<file path="src/rtl/pc_gen_if.sv">
// pc_gen_if: redirect inputs and fetch-address outputs of the PC generator.
// master = pc_gen side (drives pc_o/pc_valid_o/pend_o/misalign_o),
// slave  = pipeline side (drives stall, exception, branch, jump, call, ret).
interface pc_gen_if #(
    parameter int PC_W = 32
);
    logic            stall_i;
    logic            exc_i;
    logic            br_taken_i;
    logic [PC_W-1:0] br_target_i;
    logic            jmp_i;
    logic [PC_W-1:0] jmp_target_i;
    logic            call_i;
    logic            ret_i;
    logic [PC_W-1:0] pc_o;
    logic            pc_valid_o;
    logic            pend_o;
    logic            misalign_o;

    modport master (
        input  stall_i, exc_i,
        input  br_taken_i, br_target_i,
        input  jmp_i, jmp_target_i,
        input  call_i, ret_i,
        output pc_o, pc_valid_o,
        output pend_o, misalign_o
    );

    modport slave (
        output stall_i, exc_i,
        output br_taken_i, br_target_i,
        output jmp_i, jmp_target_i,
        output call_i, ret_i,
        input  pc_o, pc_valid_o,
        input  pend_o, misalign_o
    );
endinterface

</file>
<file path="src/rtl/pc_gen.sv">
// pc_gen: program-counter generator with boot cycle, prioritised redirects,
// stall-tolerant pending redirect, misaligned-target detection.
// Ports: clk_i, rst_i (async, active-low), bus (pc_gen_if.master).
// Optional return-address stack enabled by defining macro PC_RAS_EN.
module pc_gen #(
    parameter int              PC_W        = 32,
    parameter logic [PC_W-1:0] RESET_VEC   = '0,
    parameter logic [PC_W-1:0] EXC_VEC     = PC_W'(32'h80),
    parameter int              INSTR_BYTES = 4,
    parameter int              RAS_DEPTH   = 4
) (
    input  logic     clk_i,
    input  logic     rst_i,
    pc_gen_if.master bus
);
    localparam logic [PC_W-1:0] STEP = PC_W'(INSTR_BYTES);
    localparam logic [PC_W-1:0] LOW_MASK = PC_W'(INSTR_BYTES - 1);

    typedef enum logic [1:0] {
        BOOT,
        RUN,
        HOLD
    } state_t;

    state_t          state_q;
    logic [PC_W-1:0] pc_q;
    logic            valid_q;
    logic            pend_q;
    logic            pend_br_q;
    logic [PC_W-1:0] tgt_q;
    logic            mis_q;

    logic            run_go;
    logic            pop;
    logic            push;
    logic            ras_nonempty;
    logic [PC_W-1:0] ras_top;

    function automatic logic [PC_W-1:0] align(
        input logic [PC_W-1:0] a
    );
        return a & ~LOW_MASK;
    endfunction

    function automatic logic is_mis(
        input logic [PC_W-1:0] a
    );
        return |(a & LOW_MASK);
    endfunction

    // A return is taken only when nothing of higher priority redirects.
    always_comb begin
        run_go = (state_q != BOOT) && !bus.stall_i;
        push   = run_go && bus.call_i;
        pop    = run_go && bus.ret_i && ras_nonempty
                 && !bus.exc_i && !pend_q
                 && !bus.br_taken_i && !bus.jmp_i;
    end

    always_ff @(posedge clk_i or negedge rst_i) begin
        if (!rst_i) begin
            state_q   <= BOOT;
            pc_q      <= RESET_VEC;
            valid_q   <= 1'b0;
            pend_q    <= 1'b0;
            pend_br_q <= 1'b0;
            tgt_q     <= '0;
            mis_q     <= 1'b0;
        end else begin
            mis_q <= 1'b0;
            unique case (state_q)
                BOOT: begin
                    state_q <= RUN;
                    valid_q <= 1'b1;
                end
                RUN, HOLD: begin
                    state_q <= bus.stall_i ? HOLD : RUN;
                    if (bus.exc_i) begin
                        pc_q   <= EXC_VEC;
                        pend_q <= 1'b0;
                    end else if (!bus.stall_i) begin
                        if (pend_q) begin
                            pc_q   <= tgt_q;
                            pend_q <= 1'b0;
                        end else if (bus.br_taken_i) begin
                            pc_q  <= align(bus.br_target_i);
                            mis_q <= is_mis(bus.br_target_i);
                        end else if (bus.jmp_i) begin
                            pc_q  <= align(bus.jmp_target_i);
                            mis_q <= is_mis(bus.jmp_target_i);
                        end else if (pop) begin
                            pc_q <= ras_top;
                        end else begin
                            pc_q <= pc_q + STEP;
                        end
                    end else if (bus.br_taken_i) begin
                        // Branch outranks any latched jump.
                        pend_q    <= 1'b1;
                        pend_br_q <= 1'b1;
                        tgt_q     <= align(bus.br_target_i);
                        mis_q     <= is_mis(bus.br_target_i);
                    end else if (bus.jmp_i
                                 && !(pend_q && pend_br_q)) begin
                        pend_q    <= 1'b1;
                        pend_br_q <= 1'b0;
                        tgt_q     <= align(bus.jmp_target_i);
                        mis_q     <= is_mis(bus.jmp_target_i);
                    end
                end
                default: begin
                    state_q <= BOOT;
                    valid_q <= 1'b0;
                end
            endcase
        end
    end

`ifdef PC_RAS_EN
    localparam int IW = (RAS_DEPTH > 1) ? $clog2(RAS_DEPTH) : 1;
    localparam int CW = $clog2(RAS_DEPTH + 1);

    logic [PC_W-1:0] ras_q [RAS_DEPTH];
    logic [IW-1:0]   wp_q;
    logic [CW-1:0]   cnt_q;
    logic [IW-1:0]   top_idx;

    // wp_q is the next write slot; the top entry sits just below it.
    always_comb begin
        top_idx = (wp_q == '0) ? IW'(RAS_DEPTH - 1)
                               : wp_q - IW'(1);
        ras_nonempty = (cnt_q != '0);
        ras_top      = ras_q[top_idx];
    end

    always_ff @(posedge clk_i or negedge rst_i) begin
        if (!rst_i) begin
            wp_q  <= '0;
            cnt_q <= '0;
        end else if (pop && !push) begin
            wp_q  <= top_idx;
            cnt_q <= cnt_q - CW'(1);
        end else if (push && !pop) begin
            wp_q  <= (wp_q == IW'(RAS_DEPTH - 1))
                     ? '0 : wp_q + IW'(1);
            if (cnt_q != CW'(RAS_DEPTH))
                cnt_q <= cnt_q + CW'(1);
        end
    end

    // Pop+push reuses the popped slot, so depth stays the same.
    always_ff @(posedge clk_i) begin
        if (push)
            ras_q[pop ? top_idx : wp_q] <= pc_q + STEP;
    end
`else
    logic unused_ras;

    assign ras_nonempty = 1'b0;
    assign ras_top      = '0;
    assign unused_ras   = bus.call_i ^ bus.ret_i ^ push;
`endif

    assign bus.pc_o       = pc_q;
    assign bus.pc_valid_o = valid_q;
    assign bus.pend_o     = pend_q;
    assign bus.misalign_o = mis_q;
endmodule

</file>
<file path="src/flat_wrapper.sv">
// flat-port wrapper written by rule: the top's interface ports become plain ports
module pc_gen_flat 
#(
    parameter int              PC_W        = 32,
    parameter logic [PC_W-1:0] RESET_VEC   = '0,
    parameter logic [PC_W-1:0] EXC_VEC     = PC_W'(32'h80),
    parameter int              INSTR_BYTES = 4,
    parameter int              RAS_DEPTH   = 4
)
  (clk_i, rst_i, bus_stall_i, bus_exc_i, bus_br_taken_i, bus_br_target_i, bus_jmp_i, bus_jmp_target_i, bus_call_i, bus_ret_i, bus_pc_o, bus_pc_valid_o, bus_pend_o, bus_misalign_o);
  pc_gen_if #(.PC_W(PC_W)) bus_i ();
  input  logic clk_i;
  input  logic rst_i;
  input wire logic [$bits(bus_i.stall_i)-1:0] bus_stall_i;
  input wire logic [$bits(bus_i.exc_i)-1:0] bus_exc_i;
  input wire logic [$bits(bus_i.br_taken_i)-1:0] bus_br_taken_i;
  input wire logic [$bits(bus_i.br_target_i)-1:0] bus_br_target_i;
  input wire logic [$bits(bus_i.jmp_i)-1:0] bus_jmp_i;
  input wire logic [$bits(bus_i.jmp_target_i)-1:0] bus_jmp_target_i;
  input wire logic [$bits(bus_i.call_i)-1:0] bus_call_i;
  input wire logic [$bits(bus_i.ret_i)-1:0] bus_ret_i;
  output wire logic [$bits(bus_i.pc_o)-1:0] bus_pc_o;
  output wire logic [$bits(bus_i.pc_valid_o)-1:0] bus_pc_valid_o;
  output wire logic [$bits(bus_i.pend_o)-1:0] bus_pend_o;
  output wire logic [$bits(bus_i.misalign_o)-1:0] bus_misalign_o;
  assign bus_i.stall_i = bus_stall_i;
  assign bus_i.exc_i = bus_exc_i;
  assign bus_i.br_taken_i = bus_br_taken_i;
  assign bus_i.br_target_i = bus_br_target_i;
  assign bus_i.jmp_i = bus_jmp_i;
  assign bus_i.jmp_target_i = bus_jmp_target_i;
  assign bus_i.call_i = bus_call_i;
  assign bus_i.ret_i = bus_ret_i;
  assign bus_pc_o = bus_i.pc_o;
  assign bus_pc_valid_o = bus_i.pc_valid_o;
  assign bus_pend_o = bus_i.pend_o;
  assign bus_misalign_o = bus_i.misalign_o;
  pc_gen #(.PC_W(PC_W), .RESET_VEC(RESET_VEC), .EXC_VEC(EXC_VEC), .INSTR_BYTES(INSTR_BYTES), .RAS_DEPTH(RAS_DEPTH)) u_core (.clk_i(clk_i), .rst_i(rst_i), .bus(bus_i));
endmodule
</file>
<file path="config.mk">
export PLATFORM = sky130hd
export DESIGN_NAME = pc_gen_flat
export DESIGN_NICKNAME = d
export VERILOG_FILES = /design/src/rtl/pc_gen_if.sv /design/src/rtl/pc_gen.sv /design/src/flat_wrapper.sv
export SDC_FILE = /design/constraint.sdc
export NUM_CORES = 1
export LEC_CHECK = 0
export ABC_AREA = 1
export CAP_MARGIN = 20
export CORE_AREA = 2 2 98 100
export CTS_CLUSTER_DIAMETER = 200
export CTS_CLUSTER_SIZE = 10
export DETAILED_ROUTE_END_ITERATION = 7
export DIE_AREA = 0 0 100 102
export PLACE_DENSITY_LB_ADDON = 0.25
export SYNTH_ARGS = -nofsm -noshare
export SYNTH_HDL_FRONTEND = slang
export SYNTH_SLANG_ARGS = --single-unit
</file>
<file path="constraint.sdc">
create_clock -name clk_i -period 2.09 [get_ports clk_i]
set_clock_uncertainty 0.2 [all_clocks]
set_input_delay 0.418 -clock clk_i [delete_from_list [all_inputs] [get_ports clk_i]]
set_output_delay 0.418 -clock clk_i [all_outputs]
set_load 0.02 [all_outputs]
</file>
Word-level counts from Yosys, hierarchy flattened

Cells that the tools add are included.

Eq/ne operators: 4
$add $sub $neg: 1
Reductions and logical operators: 11
Bitwise operators: 1
Muxes and demuxes: 24

Operators by type and width:

| cell                                                                  | number |
|---|---|
| 32-bit 2-to-1 mux                                                     | 7 |
| 32-bit by 3-bit adder with 32-bit output, second input constant       | 1 |
| 1-bit 2-to-1 mux                                                      | 14 |
| 2-bit OR reduction                                                    | 3 |
| 4-bit by 1-bit != test with 1-bit output, second input constant       | 1 |
| 2-bit one-hot mux with 2 select lines                                 | 1 |
| 2-bit AND reduction                                                   | 2 |
| 4-bit AND reduction                                                   | 1 |
| 2-bit by 1-bit equality test with 1-bit output, second input constant | 1 |
| 2-bit equality test, second input constant                            | 1 |
| 1-bit logical AND                                                     | 2 |
| 2-bit zero test                                                       | 1 |
| 2-bit 2-to-1 mux                                                      | 1 |
| 2-bit by 1-bit != test with 1-bit output, second input constant       | 1 |
| 1-bit one-hot mux with 2 select lines                                 | 1 |
| 2-bit nonzero test                                                    | 1 |
| 1-bit zero test                                                       | 1 |
| 1-bit NOT                                                             | 1 |

Output and inout bits: 35
Word-level logic and storage cells: 48
Bits in registers: 70

Depth between registers and ports, before layout

Gate-level depths: netlist of the first run.

Depth in word-level cells: 8
Mapped depth: 13
Mapped depth without buffers: 13

Least setup slack after synthesis of the first run

Ideal clock, no wire load.

Kind: reg2reg
Start point: register u_core.pc_q[3], in the netlist u_core.bus.pc_o[3]
End point: register u_core.pc_q[24], in the netlist u_core.bus.pc_o[24]
Buffers on the path: 0
Arrival: 1597 ps
Cell stages (with the launch flop): 13
Path slack: 177 ps
Library setup time: 117 ps
Cell sequence: dfrtp_1 -> ha_1 -> nand2_1 -> nor2_1 -> nand2_1 -> nor2_2 -> nand3_1 -> nand3_1 -> nand2_1 -> nand2_1 -> nand2_1 -> nand2_1 -> nand2_1

Cells in the longest elaborated chain, start to end: 6

Ends and longest elaborated chain:

| what                                     | line         | text |
|---|---|---|
| from (decl)                              | pc_gen.sv:26 | `logic [PC_W-1:0] pc_q;` |
| from (signal assigned)                   | pc_gen.sv:83 | `pc_q <= tgt_q;` |
| from (signal assigned)                   | pc_gen.sv:86 | `pc_q <= align(bus.br_target_i);` |
| from (signal assigned)                   | pc_gen.sv:89 | `pc_q <= align(bus.jmp_target_i);` |
| 32-bit by 3-bit adder with 32-bit output | pc_gen.sv:94 | `pc_q <= pc_q + STEP;` |
| 32-bit 2-to-1 mux                        | pc_gen.sv:88 | `end else if (bus.jmp_i) begin` |
| 32-bit 2-to-1 mux                        | pc_gen.sv:85 | `end else if (bus.br_taken_i) begin` |
| 32-bit 2-to-1 mux                        | pc_gen.sv:82 | `if (pend_q) begin` |
| 32-bit 2-to-1 mux                        | pc_gen.sv:81 | `end else if (!bus.stall_i) begin` |
| 32-bit 2-to-1 mux                        | pc_gen.sv:78 | `if (bus.exc_i) begin` |

Every way passes these cells. The select of a mux whose other input is x is not followed.
A chain may end at the register's enable or synchronous reset.

Worst setup path after layout of the first run

Start point: register u_core.pc_q[19], in the netlist u_core.bus.pc_o[19]
End point: output port bus_pc_o[19]

RTL lines:

| what      | line               | text |
|---|---|---|
| to (decl) | flat_wrapper.sv:22 | `output wire logic [$bits(bus_i.pc_o)-1:0] bus_pc_o;` |

No word-level cell between the ends.

==> results.py, run 1 <==
metrics = {
    "yosys": {
        "netlist_top_cells_area": "dfrtp_1, nand2_1, nor2_1",
        "synth_top_area_cell": "dfrtp_1",
        "netlist_area_um2": 4511,
        "yosys_warnings": 0,
        "synth_xor_xnor_area_share": 0.007767,
        "share_of_synthesized_flip_flops_with_an_asynchronous_set_or_reset": 1.000,
        "synth-seq-cells": 66,
        "number_of_enable_type_register_cells_in_the_synthesized_netlist": 0,
        "synth.lib_cells_used.distinct": 33,
        "synth-seq-area-share": 0.3662,
        "synth-simple-area-share": 0.3753,
        "post_synth.cell_area_avg_um2": 6.444,
        "synth_top_flop_cell": "dfrtp_1",
        "cell_count_after_synthesis": 700,
        "synth_top_family_by_area": "simple AND/OR/NAND/NOR gates",
        "adder_cell_fraction_of_synth_area": 0.008322,
        "yosysTopAreaCellShare": 0.3662,
        "yosys-mux-area-fraction": 0,
        "area_fraction_in_compound_gates_after_synthesis": 0.1637,
    },
    "floorplan": {
        "start_util": 0.4952,
        "die_area_um2": 10200,
        "num_io_pins": 107,
        "die_width_um": 100,
        "coreArea_um2": 9109,
        "chipHeight_um": 102,
        "core.rowCount": 35,
    },
    "final_layout": {
        "stdcell_area_um2": 6097,
        "area.growth.synth_to_final_pct": 35.17,
        "final_nets": 886,
        "layout.area.seq_um2": 1654,
        "final_layout_size_suffix_gt1_frac": 0.1080,
        "final.fill_count": 823,
        "layout_common_cells": "nand2_1, nor2_1, clkdlybuf4s50_1",
        "num_antenna_cells": 0,
        "commonest_non_fill_non_tap_cell_in_the_layout": "nand2_1",
        "area_used_by_multi_input_combinational_logic_um2": 2539,
    },
    "cts": {
        "cts_num_sinks": 66,
        "h-tree-depth": 3,
        "worst_skew_pair.late_latency_ns": 0.34,
        "tritoncts_clock_tree": "built",
        "root_buffer": "clkbuf_8",
        "cts_max_path_buffers": 2,
        "numCtsBuffers": 9,
        "cts.reportedPaths.clkPinSlew_ns": 0.07,
    },
    "route": {
        "dr.pass1.iters": 5,
        "route.final.wire_length_um": 14170,
        "remaining_drc_errors": 0,
        "drtIter0Drc": 296,
        "antenna_violating_nets_post_route": 0,
        "route.detailed.wl_per_inst_um": 15.30,
        "vias": 5016,
        "routed_via_density": 5.417,
    },
    "power": {
        "share_comb_of_total_power": 0.473,
        "intPower_mw": 3.896,
        "clockPowerShare": 0.182,
        "leakagePower_nw": 2.970,
        "pwr-share-seq": 0.345,
        "p_switching_mw": 2.875,
        "pwr_density_cell_nw_per_um2": 1110,
        "worst_ir_drop_vdd_v": 0.0007324,
        "design_power_total_mw": 6.771,
        "p_sw_frac": 0.4246,
    },
    "job": {
        "cap_violations": 0,
    },
    "worst_setup_path": {
        "critPathMaxStageDelay_ns": 0.64,
        "critical_path.slowest_cell": "clkdlybuf4s50_1",
        "critPathMaxFanout": 6,
        "criticalPathCategory": "register to output port",
        "critPathBufInv": 1,
        "end_kind": "output port",
        "worst-r2r-setup-slack_ns": 0.15,
        "critical_path_start_type": "register",
        "worstPathCellList": "clkdlybuf4s50_1",
        "cpLargestDelayFamily": "buffers and inverters",
        "timing.critical_path.required_ns": 1.47,
        "timing.critical_path.arrival_ns": 1.44,
    },
    "timing": {
        "timing.final.max_slew_violations": 0,
        "setup_repair_after_global_routing_missed_its_margin": "yes",
        "hold_viol_final": 0,
        "min_period_over_period": 0.9834,
        "final.min_clock_period_ns": 2.055,
        "final-setup-viol-count": 0,
        "fmax_ghz": 0.4866,
        "finalSetupTns_ns": 0,
    },
    "grt": {
        "grt_max_degree": 67,
        "grt_pass1_vias": 4851,
        "globalRouteOverflowTotal": 0,
        "overall_global_routing_resource_usage": 0.2764,
        "grt_first_pass_wirelength_um": 22600,
        "number_of_antenna_violations_at_the_first_check_in_global_routing": 0,
    },
    "run_status": {
        "status": "complete, no violations",
    },
    "place": {
        "gp_congestion": 0.9124,
        "port-buffer-count": 102,
        "placement.cell_area_um2": 5766,
        "detailedPlacementHpwl_um": 10210,
    },
    "min_path": {
        "worst_hold_path_type": "register to register",
    },
}
==> cells in the mapped netlist, types with 10 or more instances <==
master    instances
a21oi_1          45
buf_2            11
clkbuf_1         15
dfrtp_1          66
inv_1            46
nand2_1         248
nand3_1          29
nor2_1           96
o211ai_1         13
o21ai_0          42
o21ai_1          10
or2_2            17
==> cell families after synthesis <==
group                    Yosys count
AO/OA/AOI/OAI                    131
XOR/XNOR                           4
adder cells (fa/ha/maj)            3
buffers and inverters             85
flip-flops                        66
other                              1
AND/OR/NAND/NOR                  410
==> final timing paths <==
check                      depth (start not counted)                              end                            start
hold / removal                                     2      u_core.tgt_q[8]$_DFFE_PN0P_      u_core.tgt_q[8]$_DFFE_PN0P_
hold reg to reg                                    2      u_core.tgt_q[8]$_DFFE_PN0P_      u_core.tgt_q[8]$_DFFE_PN0P_
min in group asynchronous                          3     u_core.tgt_q[31]$_DFFE_PN0P_                            rst_i
setup reg to reg                                  12  u_core.bus.pc_o[14]$_DFFE_PN0P_   u_core.bus.pc_o[2]$_DFFE_PN0P_
setup / recovery                                   1                     bus_pc_o[19]  u_core.bus.pc_o[19]$_DFFE_PN0P_
max in group asynchronous                          3  u_core.bus.pc_o[18]$_DFFE_PN0P_                            rst_i
==> power by group through the flow <==
stage	logic, mW	clock network [mW]	registers (mW)
2_1_floorplan	1.63	0	2.49
3_3_place_gp	3.07	0	2.31
3_5_place_dp	3.17	0	2.33
4_1_cts	3.16	1.25	2.32
5_1_grt	3.56	1.29	2.40
6_report	3.20	1.23	2.34
==> area by class of cell <==
| type | count | share of cell area |
|---|---|---|
| flip-flops and latches | 66 | 0.2713 |
| inverters | 52 | 0.03242 |
| clock inverters | 2 | 0.009850 |
| repair buffers | 132 | 0.2212 |
| multi-input cells | 550 | 0.4164 |
| clock buffers | 13 | 0.02606 |
| well taps | 111 | 0.02278 |
==> through the flow <==
| step | hold WS, ns | util | std cells | setup slack (ns) |
|---|---|---|---|---|
| final | 0.2768 | 0.6694 | 926 | 0.03478 |
| after global routing | 0.3158 | 0.6694 | 926 | -0.008799 |
| after CTS | 0.2802 | 0.6576 | 923 | 0.004222 |
| after detailed placement | 0.2657 | 0.6330 | 907 | -0.1423 |
| after global placement | 0.2512 | 0.6330 | 907 | -0.07203 |
| after floorplan | -0.07759 | - | 701 | 0.1765 |
==> timing repair <==
| action | CTS | global route |
|---|---|---|
| setup buffers | 0 | 2 |
| hold endpoints to repair | 66 | 0 |
| hold buffers | 1 | 0 |
| gates cloned | 0 | 1 |
| resized for setup | 4 | 26 |
| pin swaps | 0 | 1 |
| endpoints found under the setup margin | 4 | 31 |
==> metal layers <==
layer  vias up  track usage  routed length (um)
li1       2465            -                   -
met1      2298       0.3530                5900
met2       234       0.4802                6946
met3        19      0.05198                1109
met4         0      0.08325                 216
met5         -            0                   0
==> sequential cells by signal, indices dropped and copies added (netlist names) <==
| register | flops |
|---|---|
| u_core.bus.pc_o | 30 |
| u_core.tgt_q | 30 |
| u_core.bus.pc_valid_o | 1 |
| u_core.pend_br_q | 1 |
| u_core.state_q | 2 |
| u_core.bus.misalign_o | 1 |
| u_core.bus.pend_o | 1 |
Power figures use the tool's default switching activity.
==> run 2: changes to the inputs <==
CORE_AREA = 10 10 95 97   (was 2 2 98 100)
DIE_AREA = 0 0 105 107   (was 0 0 100 102)
DONT_BUFFER_PORTS = 1   (was not set)
==> run 2 against run 1 <==
The run now ends with hold timing left. Sequential share of layout area is 5.7 points higher. Combinational power is 12% lower. Sequential power is 3% lower. Maximum frequency is 5.4% higher. Largest power group unchanged.
==> results.py, run 2 (synthesis results as in run 1) <==
metrics = {
    "power": {
        "pwr_density_cell_nw_per_um2": 1218,
        "worst_ir_drop_vdd_v": 0.001065,
        "leakagePower_nw": 2.392,
    },
    "cts": {
        "cts.reportedPaths.clkPinSlew_ns": 0.08,
        "h-tree-depth": 3,
        "cts_max_path_buffers": 2,
        "numCtsBuffers": 9,
        "tritoncts_clock_tree": "built",
        "cts_hold_buffers": 1,
        "worst_skew_pair.late_latency_ns": 0.35,
        "number_of_setup_buffers_added_after_cts": 0,
        "root_buffer": "clkbuf_8",
        "cts_num_sinks": 66,
    },
    "worst_setup_path": {
        "r2r.worst_path.cells": 12,
        "critical_path.slowest_cell": "dfrtp_1",
        "timing.critical_path.required_ns": 2.13,
        "path_common_cell": "nand2_1",
        "worst-r2r-setup-slack_ns": 0.14,
        "critPathMaxFanout": 4,
        "critical_path_start_type": "register",
        "worstPathCellList": "ha_1, nand2_1, nor2_1, nand2_1, nor2_4, nand3_1, nand3_1, nand2_1, nand2_1, nand2_1, nand2_1, nand2_1",
        "timing.critical_path.arrival_ns": 1.99,
        "crit-reg2reg-launch": "u_core.bus.pc_o[2]$_DFFE_PN0P_",
        "end_kind": "register",
        "criticalPathCategory": "register to register",
        "reg2reg_to": "u_core.bus.pc_o[24]$_DFFE_PN0P_",
        "setup.worst_path.start": "u_core.bus.pc_o[2]$_DFFE_PN0P_",
        "critPathMaxStageDelay_ns": 0.36,
    },
    "job": {
        "cap_violations": 0,
    },
    "floorplan": {
        "num_io_pins": 107,
        "die_area_um2": 11240,
        "die_width_um": 105,
        "chipHeight_um": 107,
        "start_util": 0.6320,
        "coreArea_um2": 7137,
        "core.rowCount": 31,
    },
    "place": {
        "port-buffer-count": 0,
        "detailedPlacementHpwl_um": 9740,
        "dp_slack_ns": 0.09260,
        "placement.cell_area_um2": 4802,
        "gp_congestion": 0.8959,
    },
    "final_layout": {
        "final_layout_size_suffix_gt1_frac": 0.1336,
        "layout_common_cells": "nand2_1, nor2_1, dfrtp_1",
        "final.fill_count": 624,
        "final_nets": 796,
        "stdcell_area_um2": 5030,
        "area.growth.synth_to_final_pct": 11.51,
        "commonest_non_fill_non_tap_cell_in_the_layout": "nand2_1",
    },
    "route": {
        "route.final.wire_length_um": 13640,
        "routed_via_density": 5.711,
        "remaining_drc_errors": 0,
        "vias": 4717,
        "route.detailed.wl_per_inst_um": 16.51,
        "drtIter0Drc": 317,
        "antenna_violating_nets_post_route": 0,
        "dr.pass1.iters": 5,
    },
    "grt": {
        "grt_max_degree": 67,
        "overall_global_routing_resource_usage": 0.2420,
        "globalRouteOverflowTotal": 0,
        "grt_first_pass_wirelength_um": 22480,
        "grt_pass1_vias": 4574,
        "number_of_antenna_violations_at_the_first_check_in_global_routing": 1,
    },
    "timing": {
        "min_period_over_period": 0.9330,
        "hold_viol_final": 66,
        "final.min_clock_period_ns": 1.950,
        "setup_repair_after_global_routing_missed_its_margin": "yes",
        "timing.final.max_slew_violations": 0,
        "timing.final.ws_setup_ns": 0.1399,
        "finalSetupTns_ns": 0,
        "fin_worst_hold_slack_ns": -0.4486,
        "fmax_ghz": 0.5128,
        "final-setup-viol-count": 0,
    },
    "run_status": {
        "status": "finished with violations",
        "failed_checks": "hold timing",
    },
    "min_path": {
        "worst_hold_path_type": "input port to asynchronous set/reset pin",
    },
}
run 2: cell count changes in the layout (fill, tap and decap cells not counted), moves of 4 or more:
cell	previous run	this run
clkdlybuf4s50_1	82	0
buf_12	5	1
buf_4	23	40
dlygate4sd2_1	4	0
dlymetal6s2s_1	14	0
run 2: power by group:
group / internal, mW / total, mW / switching (mW) / leakage (nW)
Combinational: 1.00 / 2.81 / 1.81 / 1.46
Sequential: 1.83 / 2.28 / 0.444 / 0.834
Clock: 0.524 / 1.04 / 0.517 / 0.0944
run 2: layout make-up:
cell class              count  area (um^2)  share of cell area
inverters                  52        197.7             0.03930
clock buffers              12        165.2             0.03284
clock inverters             4        25.02            0.004975
multi-input cells         550         2534              0.5037
flip-flops and latches     66         1652              0.3284
repair buffers             42        330.3             0.06567
well taps                  99        123.9             0.02463
diodes                      1        2.502           0.0004975
run 2: stage by stage:
step           total power [mW]    util  std cells
2_1_floorplan             4.114       -        701
3_3_place_gp              4.973  0.6729        808
3_5_place_dp              5.073  0.6729        808
4_1_cts                   6.125  0.7009        825
5_1_grt                   6.583  0.7048        826
6_report                  6.127  0.7048        826
run 2: worst max-delay path: cells and delay by family, from the launching register on:
family,cells,cell delay (ns)
DFF,1,0.36
and+or+nand+nor,11,1.07
adders and majority gates,1,0.20
run 2: what timing repair did:
action | in CTS | in global routing
setup endpoints to repair | 0 | 22
hold endpoints to repair | 67 | 66
gates resized for setup | 0 | 8
run 2: worst max path at each step:
stage,endpoint,slack [ns]
2_1_floorplan,u_core.bus.pc_o[24]$_DFFE_PN0P_,0.18
5_1_grt,u_core.bus.pc_o[20]$_DFFE_PN0P_,-0.02
4_1_cts,u_core.bus.pc_o[2]$_DFFE_PN0P_,0.06
3_5_place_dp,u_core.bus.pc_o[2]$_DFFE_PN0P_,0.09
3_3_place_gp,u_core.bus.pc_o[2]$_DFFE_PN0P_,0.14
6_report,u_core.bus.pc_o[24]$_DFFE_PN0P_,0.14
run 2: routing by layer:
metal,part of all wire,vias to the layer above,global-route usage
met5,0,-,0
met4,0.026,0,0.08725
met3,0.096,29,0.07545
met2,0.47,180,0.4132
met1,0.40,2223,0.2811
li1,-,2285,-
==> run 3: changes to the inputs <==
--- a/constraint.sdc
+++ b/constraint.sdc
@@ -4,2 +4,2 @@
 set_output_delay 0.418 -clock clk_i [all_outputs]
-set_load 0.02 [all_outputs]
+set_load 0.1 [all_outputs]
==> run 3 against run 2 <==
The run still ends with hold timing left. Power is 28% higher. Final area is 3.1% higher. Setup slack got worse by 0.0094 ns. Maximum frequency shrank 0.48%. Core utilization increased by 2.2 points. Combinational power rose by 58%. Critical path type unchanged. Critical endpoint is now u_core.bus.pc_o[14]$_DFFE_PN0P_. Largest power group unchanged. Highest routed layer unchanged.
==> results.py, run 3 (synthesis results as in run 1) <==
metrics = {
    "floorplan": {
        "start_util": 0.6320,
        "num_io_pins": 107,
        "die_area_um2": 11240,
        "die_width_um": 105,
        "core.rowCount": 31,
        "coreArea_um2": 7137,
        "chipHeight_um": 107,
    },
    "grt": {
        "overall_global_routing_resource_usage": 0.2397,
        "grt.met2_usage": 0.4168,
        "globalRouteOverflowTotal": 0,
        "grt_max_degree": 67,
        "number_of_antenna_violations_at_the_first_check_in_global_routing": 1,
        "busiest_metal_layer_after_global_routing": "met2",
        "global_route.usage.met3": 0.08144,
        "grt_first_pass_wirelength_um": 22310,
        "globalRouteMet1Util": 0.2765,
        "grt_pass1_vias": 4556,
    },
    "cts": {
        "cts_hold_buffers": 1,
        "numCtsBuffers": 9,
        "tritoncts_clock_tree": "built",
        "cts_num_sinks": 66,
        "h-tree-depth": 3,
        "cts.reportedPaths.clkPinSlew_ns": 0.08,
        "cts_max_path_buffers": 2,
        "root_buffer": "clkbuf_8",
        "worst_skew_pair.late_latency_ns": 0.35,
    },
    "worst_setup_path": {
        "path_common_cell": "nand2_1",
        "critPathMaxStageDelay_ns": 0.49,
        "critical_path.slowest_cell": "dfrtp_4",
        "worstPathCellList": "ha_2, nand2_2, nor2_4, nand2_2, nor2_4, or2_2, nand2_1, nand2_1, nand2_1, nand2_1, nand2_1, nand2_1",
        "critPathMaxFanout": 5,
        "critical_path_start_type": "register",
        "end_kind": "register",
        "timing.critical_path.arrival_ns": 2.00,
        "criticalPathCategory": "register to register",
        "timing.critical_path.required_ns": 2.13,
    },
    "power": {
        "worst_ir_drop_vdd_v": 0.001317,
        "pwr_density_cell_nw_per_um2": 1510,
        "design_power_total_mw": 7.830,
        "leakagePower_nw": 2.404,
    },
    "route": {
        "remaining_drc_errors": 0,
        "dr.pass1.iters": 6,
        "route.detailed.wl_per_inst_um": 16.85,
        "antenna_violating_nets_post_route": 0,
        "route.final.wire_length_um": 14080,
        "drtIter0Drc": 370,
        "vias": 4754,
        "routed_via_density": 5.687,
    },
    "final_layout": {
        "final.fill_count": 634,
        "final_layout_size_suffix_gt1_frac": 0.1848,
        "final_nets": 806,
        "area.growth.synth_to_final_pct": 14.92,
        "layout_common_cells": "nand2_1, nor2_1, buf_4",
        "instances_no_fill": 836,
        "commonest_non_fill_non_tap_cell_in_the_layout": "nand2_1",
    },
    "run_status": {
        "status": "finished with violations",
        "failed_checks": "hold timing",
    },
    "timing": {
        "max-slew-margin-rel": 0.6000,
        "min_period_over_period": 0.9375,
        "fin_worst_hold_slack_ns": -0.4453,
        "fmax_ghz": 0.5103,
        "actual_slew_at_the_worst_max_slew_pin_ns": 0.5999,
        "timing.final.max_slew_violations": 0,
        "finalSetupTns_ns": 0,
        "final.min_clock_period_ns": 1.959,
        "final-setup-viol-count": 0,
        "hold_viol_final": 66,
    },
    "place": {
        "port-buffer-count": 0,
        "detailedPlacementHpwl_um": 9903,
        "placed_cells": 814,
        "gp_congestion": 0.9482,
    },
    "min_path": {
        "worst_hold_path_type": "input port to asynchronous set/reset pin",
    },
    "job": {
        "cap_violations": 0,
    },
}
-- run 3: cell count changes in the layout (fill, tap and decap cells not counted), sizes merged --
cell	delta
bufinv	+1
clkinvlp	-2
clkbuf	+2
buf	+9
-- run 3: final cells by class --
class / count / area [um^2] / share of cell area
multi-input cells: 550 / 2544 / 0.4907
flip-flops and latches: 66 / 1692 / 0.3263
repair buffers: 52 / 422.9 / 0.08158
inverters: 52 / 200.2 / 0.03862
clock buffers: 13 / 158.9 / 0.03065
well taps: 99 / 123.9 / 0.02390
clock inverters: 3 / 40.04 / 0.007724
diodes: 1 / 2.502 / 0.0004827
-- run 3: worst max-delay path, delay by kind of cell, from the launching register on --
family | cells | cell delay (ns)
adders and majority gates | 1 | 0.20
DFF | 1 | 0.49
and+or+nand+nor | 11 | 0.96
-- run 3: final timing paths --
kind                       cells past startpoint  slack (ns)                            from                         endpoint
setup reg to reg                              12        0.13  u_core.bus.pc_o[2]$_DFFE_PN0P_  u_core.bus.pc_o[14]$_DFFE_PN0P_
setup / recovery                              12        0.13  u_core.bus.pc_o[2]$_DFFE_PN0P_  u_core.bus.pc_o[14]$_DFFE_PN0P_
min in group clk_i                             2        0.02            bus_jmp_target_i[16]     u_core.tgt_q[16]$_DFFE_PN0P_
hold / removal                                 0       -0.45                           rst_i     u_core.tgt_q[15]$_DFFE_PN0P_
max in group asynchronous                      0        1.95                           rst_i   u_core.bus.pc_o[3]$_DFFE_PN0P_
hold reg to reg                                2        0.28     u_core.tgt_q[6]$_DFFE_PN0P_      u_core.tgt_q[6]$_DFFE_PN0P_
-- run 3: report_power, final --
group	internal, mW	switching (mW)	total [mW]
clock network	0.614	0.500	1.11
registers	1.88	0.406	2.28
logic	1.09	3.34	4.43
-- run 3: metal layers --
| layer | part of all wire | wire [um] |
|---|---|---|
| met1 | 0.40 | 5609 |
| met2 | 0.49 | 6844 |
| met3 | 0.10 | 1438 |
| met4 | 0.014 | 192 |
| met5 | 0 | 0 |
-- run 3: timing repair --
action / in CTS / in global routing
hold endpoints to repair: 67 / 66
setup endpoints to repair: 0 / 49
setup buffers: 0 / 3
resized for setup: 0 / 12
-- run 3: stage by stage --
stage	utilization	setup WS (ns)	instance area, um^2
2_1_floorplan	-	-0.01523	4554
3_3_place_gp	0.6848	0.1379	4887
3_5_place_dp	0.6848	0.09639	4887
4_1_cts	0.7141	0.07778	5096
5_1_grt	0.7263	-0.008064	5184
6_report	0.7263	0.1305	5184
